## config.mk

```make
export PLATFORM = sky130hd
export DESIGN_NAME = combo_lock_fsm
export DESIGN_NICKNAME = d
export VERILOG_FILES = /design/src/rtl/combo_lock_pkg.sv /design/src/rtl/combo_lock_fsm_timer.sv /design/src/rtl/combo_lock_fsm.sv
export SDC_FILE = /design/constraint.sdc
export NUM_CORES = 1
export LEC_CHECK = 0
export CAP_MARGIN = 40
export CORE_MARGIN = 2
export CORE_UTILIZATION = 50
export DETAILED_ROUTE_END_ITERATION = 10
export PLACE_DENSITY_LB_ADDON = 0.25
export SLEW_MARGIN = 15
export SYNTH_ARGS = -nofsm -noshare
export SYNTH_HDL_FRONTEND = slang
export SYNTH_HIERARCHICAL = 1
export SYNTH_SLANG_ARGS = --single-unit
```

## constraint.sdc

```tcl
create_clock -name clk -period 4.95 [get_ports clk]
set_input_delay 0.7425 -clock clk [delete_from_list [all_inputs] [get_ports clk]]
set_output_delay 0.7425 -clock clk [all_outputs]
set_load 0.01 [all_outputs]
```

## src/rtl/combo_lock_pkg.sv

```systemverilog
// Shared types and helpers for the combination-lock controller.
// Optional feature macro used by the top: COMBO_LOCK_TIMEOUT_EN.
package combo_lock_pkg;

  typedef enum logic [1:0] {
    ENTRY   = 2'b00,
    OPEN    = 2'b01,
    LOCKOUT = 2'b10
  } state_t;

  localparam int DIGIT_W = 2;

  // Width of a down-counter able to hold the largest of the three cycle counts.
  function automatic int timer_width(input int open_cyc, input int lockout_cyc,
                                     input int timeout_cyc);
    int m;
    m = open_cyc;
    if (lockout_cyc > m) m = lockout_cyc;
    if (timeout_cyc > m) m = timeout_cyc;
    return $clog2(m + 1);
  endfunction

endpackage

```

## src/rtl/combo_lock_fsm_timer.sv

```systemverilog
// Loadable down-counter shared by the OPEN, LOCKOUT and inter-key timeout paths.
// The count stops at zero; done flags the last cycle of a loaded interval.
module lock_timer #(
  parameter int W = 6
) (
  input  logic         clk,
  input  logic         rst_n,
  input  logic         load,
  input  logic [W-1:0] load_val,
  output logic         done
);

  logic [W-1:0] count;

  // Load takes priority; otherwise count down and hold at zero.
  always_ff @(posedge clk or negedge rst_n) begin
    if (!rst_n) begin
      count <= '0;
    end else if (load) begin
      count <= load_val;
    end else if (count != '0) begin
      count <= count - W'(1);
    end
  end

  assign done = (count == W'(1));

endmodule

```

## src/rtl/combo_lock_fsm.sv

```systemverilog
// Code-lock controller wrapped around an external 2-bit equality comparator.
// The expected digit is driven out on EXP_0/EXP_1 and the comparator result
// comes back on MATCH. Optional inter-key timeout: define COMBO_LOCK_TIMEOUT_EN.
//
// Interface: KEY_VALID is a one-cycle strobe with no backpressure. MATCH is
// only meaningful while KEY_VALID=1; every strobe in ENTRY is evaluated, and
// strobes in OPEN or LOCKOUT are dropped.
module combo_lock_fsm
  import combo_lock_pkg::*;
#(
  parameter int                      CODE_LEN    = 4,
  parameter logic [2*CODE_LEN-1:0]   CODE        = 8'b10_01_11_00,
  parameter int                      MAX_FAIL    = 3,
  parameter int                      OPEN_CYC    = 8,
  parameter int                      LOCKOUT_CYC = 16,
  parameter int                      TIMEOUT_CYC = 32
) (
  input  logic                          clk,
  input  logic                          rst_n,
  input  logic                          KEY_VALID,
  input  logic                          MATCH,
  output logic                          EXP_0,
  output logic                          EXP_1,
  output logic                          UNLOCK,
  output logic                          ALARM,
  output logic [$clog2(MAX_FAIL+1)-1:0] FAIL_CNT,
  output state_t                        dbg_state
);

  localparam int TW     = timer_width(OPEN_CYC, LOCKOUT_CYC, TIMEOUT_CYC);
  localparam int IDX_W  = (CODE_LEN > 1) ? $clog2(CODE_LEN) : 1;
  localparam int FAIL_W = $clog2(MAX_FAIL + 1);
  localparam logic [IDX_W-1:0]  LAST_IDX   = IDX_W'(CODE_LEN - 1);
  localparam logic [FAIL_W-1:0] FAIL_LIMIT = FAIL_W'(MAX_FAIL - 1);

  state_t              state, next_state;
  logic [IDX_W-1:0]    idx, next_idx;
  logic [FAIL_W-1:0]   fail_cnt, next_fail_cnt;
  logic                unlock, alarm;
  logic                timer_load;
  logic [TW-1:0]       timer_val;
  logic                timer_done;
  logic [DIGIT_W-1:0]  exp_digit;

  lock_timer #(.W(TW)) u_timer (
    .clk      (clk),
    .rst_n    (rst_n),
    .load     (timer_load),
    .load_val (timer_val),
    .done     (timer_done)
  );

  // State, progress and registered outputs.
  always_ff @(posedge clk or negedge rst_n) begin
    if (!rst_n) begin
      state    <= ENTRY;
      idx      <= '0;
      fail_cnt <= '0;
      unlock   <= 1'b0;
      alarm    <= 1'b0;
    end else begin
      state    <= next_state;
      idx      <= next_idx;
      fail_cnt <= next_fail_cnt;
      unlock   <= (next_state == OPEN);
      alarm    <= (next_state == LOCKOUT);
    end
  end

  // Next-state logic: key evaluation in ENTRY, timed exits from OPEN/LOCKOUT.
  always_comb begin
    next_state    = state;
    next_idx      = idx;
    next_fail_cnt = fail_cnt;
    timer_load    = 1'b0;
    timer_val     = '0;
    case (state)
      ENTRY: begin
        if (KEY_VALID) begin
          if (MATCH) begin
            if (idx == LAST_IDX) begin
              next_idx      = '0;
              next_fail_cnt = '0;
              next_state    = OPEN;
              timer_load    = 1'b1;
              timer_val     = TW'(OPEN_CYC);
            end else begin
              next_idx = idx + IDX_W'(1);
`ifdef COMBO_LOCK_TIMEOUT_EN
              timer_load = 1'b1;
              timer_val  = TW'(TIMEOUT_CYC);
`endif
            end
          end else begin
            // A wrong key restarts entry; it is not re-tried as digit 0.
            next_idx = '0;
            if (fail_cnt == FAIL_LIMIT) begin
              next_fail_cnt = '0;
              next_state    = LOCKOUT;
              timer_load    = 1'b1;
              timer_val     = TW'(LOCKOUT_CYC);
            end else begin
              next_fail_cnt = fail_cnt + FAIL_W'(1);
            end
          end
        end
`ifdef COMBO_LOCK_TIMEOUT_EN
        // Abandon a partial entry after a long idle gap; failures are kept.
        else if ((idx != '0) && timer_done) begin
          next_idx = '0;
        end
`endif
      end
      OPEN: begin
        if (timer_done) next_state = ENTRY;
      end
      LOCKOUT: begin
        if (timer_done) next_state = ENTRY;
      end
      default: begin
        next_state = ENTRY;
        next_idx   = '0;
      end
    endcase
  end

  // Expected digit for the comparator: current code digit in ENTRY, else digit 0.
  always_comb begin
    exp_digit = CODE[DIGIT_W-1:0];
    if (state == ENTRY) begin
      for (int k = 0; k < CODE_LEN; k++) begin
        if (idx == IDX_W'(k)) exp_digit = CODE[DIGIT_W*k +: DIGIT_W];
      end
    end
  end

  assign EXP_0     = exp_digit[1];
  assign EXP_1     = exp_digit[0];
  assign UNLOCK    = unlock;
  assign ALARM     = alarm;
  assign FAIL_CNT  = fail_cnt;
  assign dbg_state = state;

endmodule

```

Word level (Yosys, flattened, before mapping) --
Index checks and enable logic that the tools add are counted.
Operators by class: eq/ne operators 11, divide/modulo/power cells 0, reduce and logical (&&, ||, !) cells 6, order comparisons 0, bitwise gates (word level) 1, multiplexer cells 29, multiply operators 0, $add $sub $neg 3, shift-type cells 0
Operators by type and width (count):
- $mux W2 | 15
- $mux W6 | 5
- $eq A2 B2 Y1 const B | 5
- $pmux W2 S2 | 2
- $eq A2 B1 Y1 const B | 3
- $eq A6 B1 Y1 const B | 1
- $reduce_bool A6 Y1 | 1
- $sub A6 B1 Y6 const B | 1
- $mux W1 | 5
- $mux W5 | 1
- $add A2 B1 Y2 const B | 2
- $mux W4 | 1
- $reduce_and A3 Y1 | 1
- $logic_not A2 Y1 | 1
- $ne A2 B1 Y1 const B | 1
- $ne A2 B2 Y1 const B | 1
- $reduce_and A2 Y1 | 1
- $reduce_bool A2 Y1 | 1
- $reduce_or A2 Y1 | 1
- $not A1 Y1 | 1
Word-level totals: memories 0, input port bits 4, latch bits 0, memory bits (read-only) 0, bits in writable memories 0, register bits 14, logic and storage cells 56

Logic depth before layout (Yosys ltp) --
depth in word-level cells 6, gate-level depth with buffers 8

Hierarchy --
The synthesis kept the hierarchy.
By module, submodules not included:
- combo_lock_fsm | area an instance 518.0 um2, seq. area each 200.2 um2, cells each 55, instances 1
- lock_timer | area an instance 382.9 um2, seq. area each 150.1 um2, cells each 43, instances 1

Worst setup path before layout --
OpenSTA, ideal clock, no wires.
kind in2reg, from input port MATCH, to register u_timer.count[4], data arrival time 1.713 ns, cell stages on the path 7, data required time 4.823 ns, library setup time 0.127 ns, slack 3.109 ns, path buffers 1, cells stage by stage and4bb_4 nand2_1 o21ai_0 clkbuf_1 inv_1 nor2_1 a31oi_1
On the way: cells in the longest elaborated chain, start to end 4, elaborated cells on any way between the ends 8
Ends and longest elaborated chain:
- from (decl) | RTL line combo_lock_fsm.sv:21 | input logic MATCH,
- $mux W1 * | RTL line combo_lock_fsm.sv:80 | if (MATCH) begin
- $mux W1 * | RTL line combo_lock_fsm.sv:79 | if (KEY_VALID) begin
- $mux W1 * | RTL line combo_lock_fsm.sv:77 | case (state)
- named net timer_load | RTL line combo_lock_fsm.sv:40 | logic timer_load;
- $mux W6 / $reduce_bool A2 Y1 (equally long branches)
- to (signal assigned) | RTL line combo_lock_fsm_timer.sv:20 | count <= load_val;
- to (signal assigned) | RTL line combo_lock_fsm_timer.sv:22 | count <= count - W'(1);
- to (decl) | RTL line combo_lock_fsm_timer.sv:13 | logic [W-1:0] count;
Mark *: on every way through the listed nets, which the timed path passes. The rest lies on a longest branch. A chain may end at the register's enable or synchronous reset.

Worst setup path in the final report --
from register state[1], in the netlist dbg_state[1], to output port EXP_1
On the way: cells in the longest elaborated chain, start to end 2
Ends and longest elaborated chain:
- from (decl) | RTL line combo_lock_fsm.sv:36 | state_t state, next_state;
- from (signal assigned) | RTL line combo_lock_fsm.sv:62 | state <= next_state;
- $logic_not A2 Y1 | RTL line combo_lock_fsm.sv:130 | if (state == ENTRY) begin
- $mux W2 | RTL line combo_lock_fsm.sv:130
- to (decl) | RTL line combo_lock_fsm.sv:23 | output logic EXP_1,
Every way passes these cells.

==> flow_summary.json <==
{
  "cts_root_buf": "clkbuf_4",
  "ctsHoldBuffers": 0,
  "drv_slew": 0,
  "power_density_nw_per_um2": 567,
  "die_y_um": 46.4,
  "yosysTopAreaCell": "dfrtp_1",
  "drive_gt1_share_pct": 6.96,
  "synthCells": 98,
  "yosysUniqueCellTypes": 33,
  "start_kind": "flop",
  "detail_route.wl_per_cell_um": 12.5,
  "yosysWarnings": 6,
  "ant_nets": 0,
  "cts_setup_buffers": 0,
  "ys.flop_type": "dfrtp_1",
  "required_ns": 4.21,
  "io_buffers": 11,
  "yosysTopAreaCellShare_pct": 38.9,
  "final_cell_mix": "dfrtp_1, clkdlybuf4s50_1, inv_1",
  "hpwl_um": 1280,
  "vias": 755,
  "fin_crit_ns": 2.65,
  "gr-max-usage-layer": "met2",
  "ys_seq_elements": 14,
  "fin_tns_setup_ns": 0,
  "netlist_area_um2": 901,
  "initial_core_util_pct": 52.7,
  "rows": 15,
  "regArea_um2": 350,
  "crit_arrival_ns": 1.91,
  "status": "finished, final reports clean",
  "final_area_um2": 1080,
  "cts.sinks": 14,
  "p_leak_nw": 0.473,
  "finalSetupViolations": 0,
  "syn_to_final_growth_pct": 19.9,
  "path_clk_slew_ns": 0.09,
  "die_area_um2": 2160,
  "gp_congestion": 0.837,
  "final_common_cell": "dfrtp_1",
  "grt_pass1_wl_um": 3070,
  "async_reset_ff_share_pct": 100,
  "grt_use_met3_pct": 5.88,
  "synth.avg_cell_area_um2": 9.19,
  "drc": 0,
  "grt_max_degree": 15,
  "postCtsResizedCells": 0,
  "worst_slew_pin_slew_ns": 0.625,
  "h-tree-depth": 1,
  "path_class": "flop to output pin",
  "synth_edf_count": 0,
  "firstDrtPassIters": 4,
  "grt.overflow.total": 0,
  "slew_headroom_pct": 58.2,
  "numCtsBuffers": 3,
  "hold_viol_final": 0,
  "clock_latency_ns": 0.28,
  "grt_use_met2_pct": 33.1,
  "grtUsageTotal_pct": 19.9,
  "fin_crit_sh_pct": 53.5,
  "nNetsFinal": 126,
  "fill_cells": 155,
  "cp-end-kind": "output pin",
  "first_global_vias": 695,
  "synth.top_cells.by_area": "dfrtp_1, ha_1, inv_1",
  "wl_um": 1750,
  "placed_area_um2": 1040,
  "tritoncts": "built",
  "coreArea_um2": 1710,
  "hold_path_class": "flop to flop",
  "use_met1_pct": 25.8,
  "max_freq_mhz": 377,
  "antenna_found_initial": 0,
  "vias_per_cell": 5.39,
  "fp.dieW_um": 46.4,
  "rsz0062_at_grt": "no",
  "cap_violations": 0,
  "cts_buffer_depth": 2,
  "antenna_cells": 0,
  "fin_worst_skew_ns": 0.00839,
  "worst_ir_drop_vdd_mv": 0.310,
  "multi_input_area_um2": 509,
  "yosysSeqAreaShare_pct": 38.9,
  "drt_iter0_drc": 10,
  "io-pin-count": 12,
  "cp_max_fo": 7
}
cell families after synthesis:
| group | share of synthesized area, % |
|---|---|
| and+or+nand+nor | 24.6 |
| AOI/OAI and AO/OA | 21.0 |
| DFF | 38.9 |
| buffers and inverters | 5.83 |
| adders and majority gates | 8.33 |
| xor gates and xnor gates | 0.972 |
| other | 0.416 |
Yosys cell counts (all sizes together) (2+ instances only):
library cell / number
nor2b: 4
dfrtp: 14
nor3b: 2
o21ai: 6
nand2: 9
nor2: 7
o31ai: 3
nand3b: 2
o41ai: 2
o32ai: 2
a31oi: 2
nand3: 4
a22o: 2
nor3: 4
o21a: 2
nand2b: 3
ha: 6
inv: 10
stage by stage:
stage / util [%] / instances / power [W] / worst slack [ns] / hold slack, ns
finish: 63.2 / 140 / 0.000612 / 2.30 / 0.543
global route: 63.2 / 140 / 0.000668 / 2.17 / 0.585
floorplan: - / 101 / 0.000429 / 3.11 / 0.447
detailed placement: 61.1 / 136 / 0.000528 / 2.44 / 0.518
CTS: 63.2 / 140 / 0.000613 / 2.29 / 0.548
global placement: 60.8 / 135 / 0.000519 / 2.25 / 0.520
where the power goes:
group           total, W  switching [W]  internal, W
combinational   0.000319       0.000161     0.000158
clock          0.0000822      0.0000374    0.0000448
sequential      0.000211      0.0000469     0.000164
total           0.000612       0.000245     0.000367
registers in the layout, summed over array words and instances, names as in the netlist:
signal         flops
UNLOCK             1
ALARM              1
u_timer/count      6
idx                2
dbg_state          2
FAIL_CNT           2
layout make-up:
class | instances | share of cell area [%]
clock buffer | 4 | 3.36
sequential | 14 | 32.4
inverter | 10 | 3.48
multi-input combinational | 75 | 47.2
tap | 25 | 2.90
timing repair buffer | 12 | 10.7
worst paths after layout:
check                             startpoint  slack (ns)               end  cells past startpoint
min in group asynchronous              rst_n        0.84      dbg_state[1]                      1
worst min register to register        idx[1]        0.54            idx[1]                      1
worst min-delay path                  idx[1]        0.54            idx[1]                      1
worst max register to register  dbg_state[1]        2.96  u_timer/count[3]                      7
worst max-delay path            dbg_state[1]        2.30             EXP_1                      5
max in group asynchronous              rst_n        3.70       FAIL_CNT[0]                      1
critical path, cell delays in order, from the launching register on:
cell             delay [ns]
dfrtp_1                0.45
inv_1                  0.08
ha_1                   0.30
inv_1                  0.13
nor2_1                 0.12
clkdlybuf4s50_1        0.54
layer usage:
metal	vias up	share of wire (%)
met3	2	3.5
met2	12	45
met5	-	0
met1	358	51
li1	383	-
met4	0	0.80
Power figures use the tool's default switching activity.
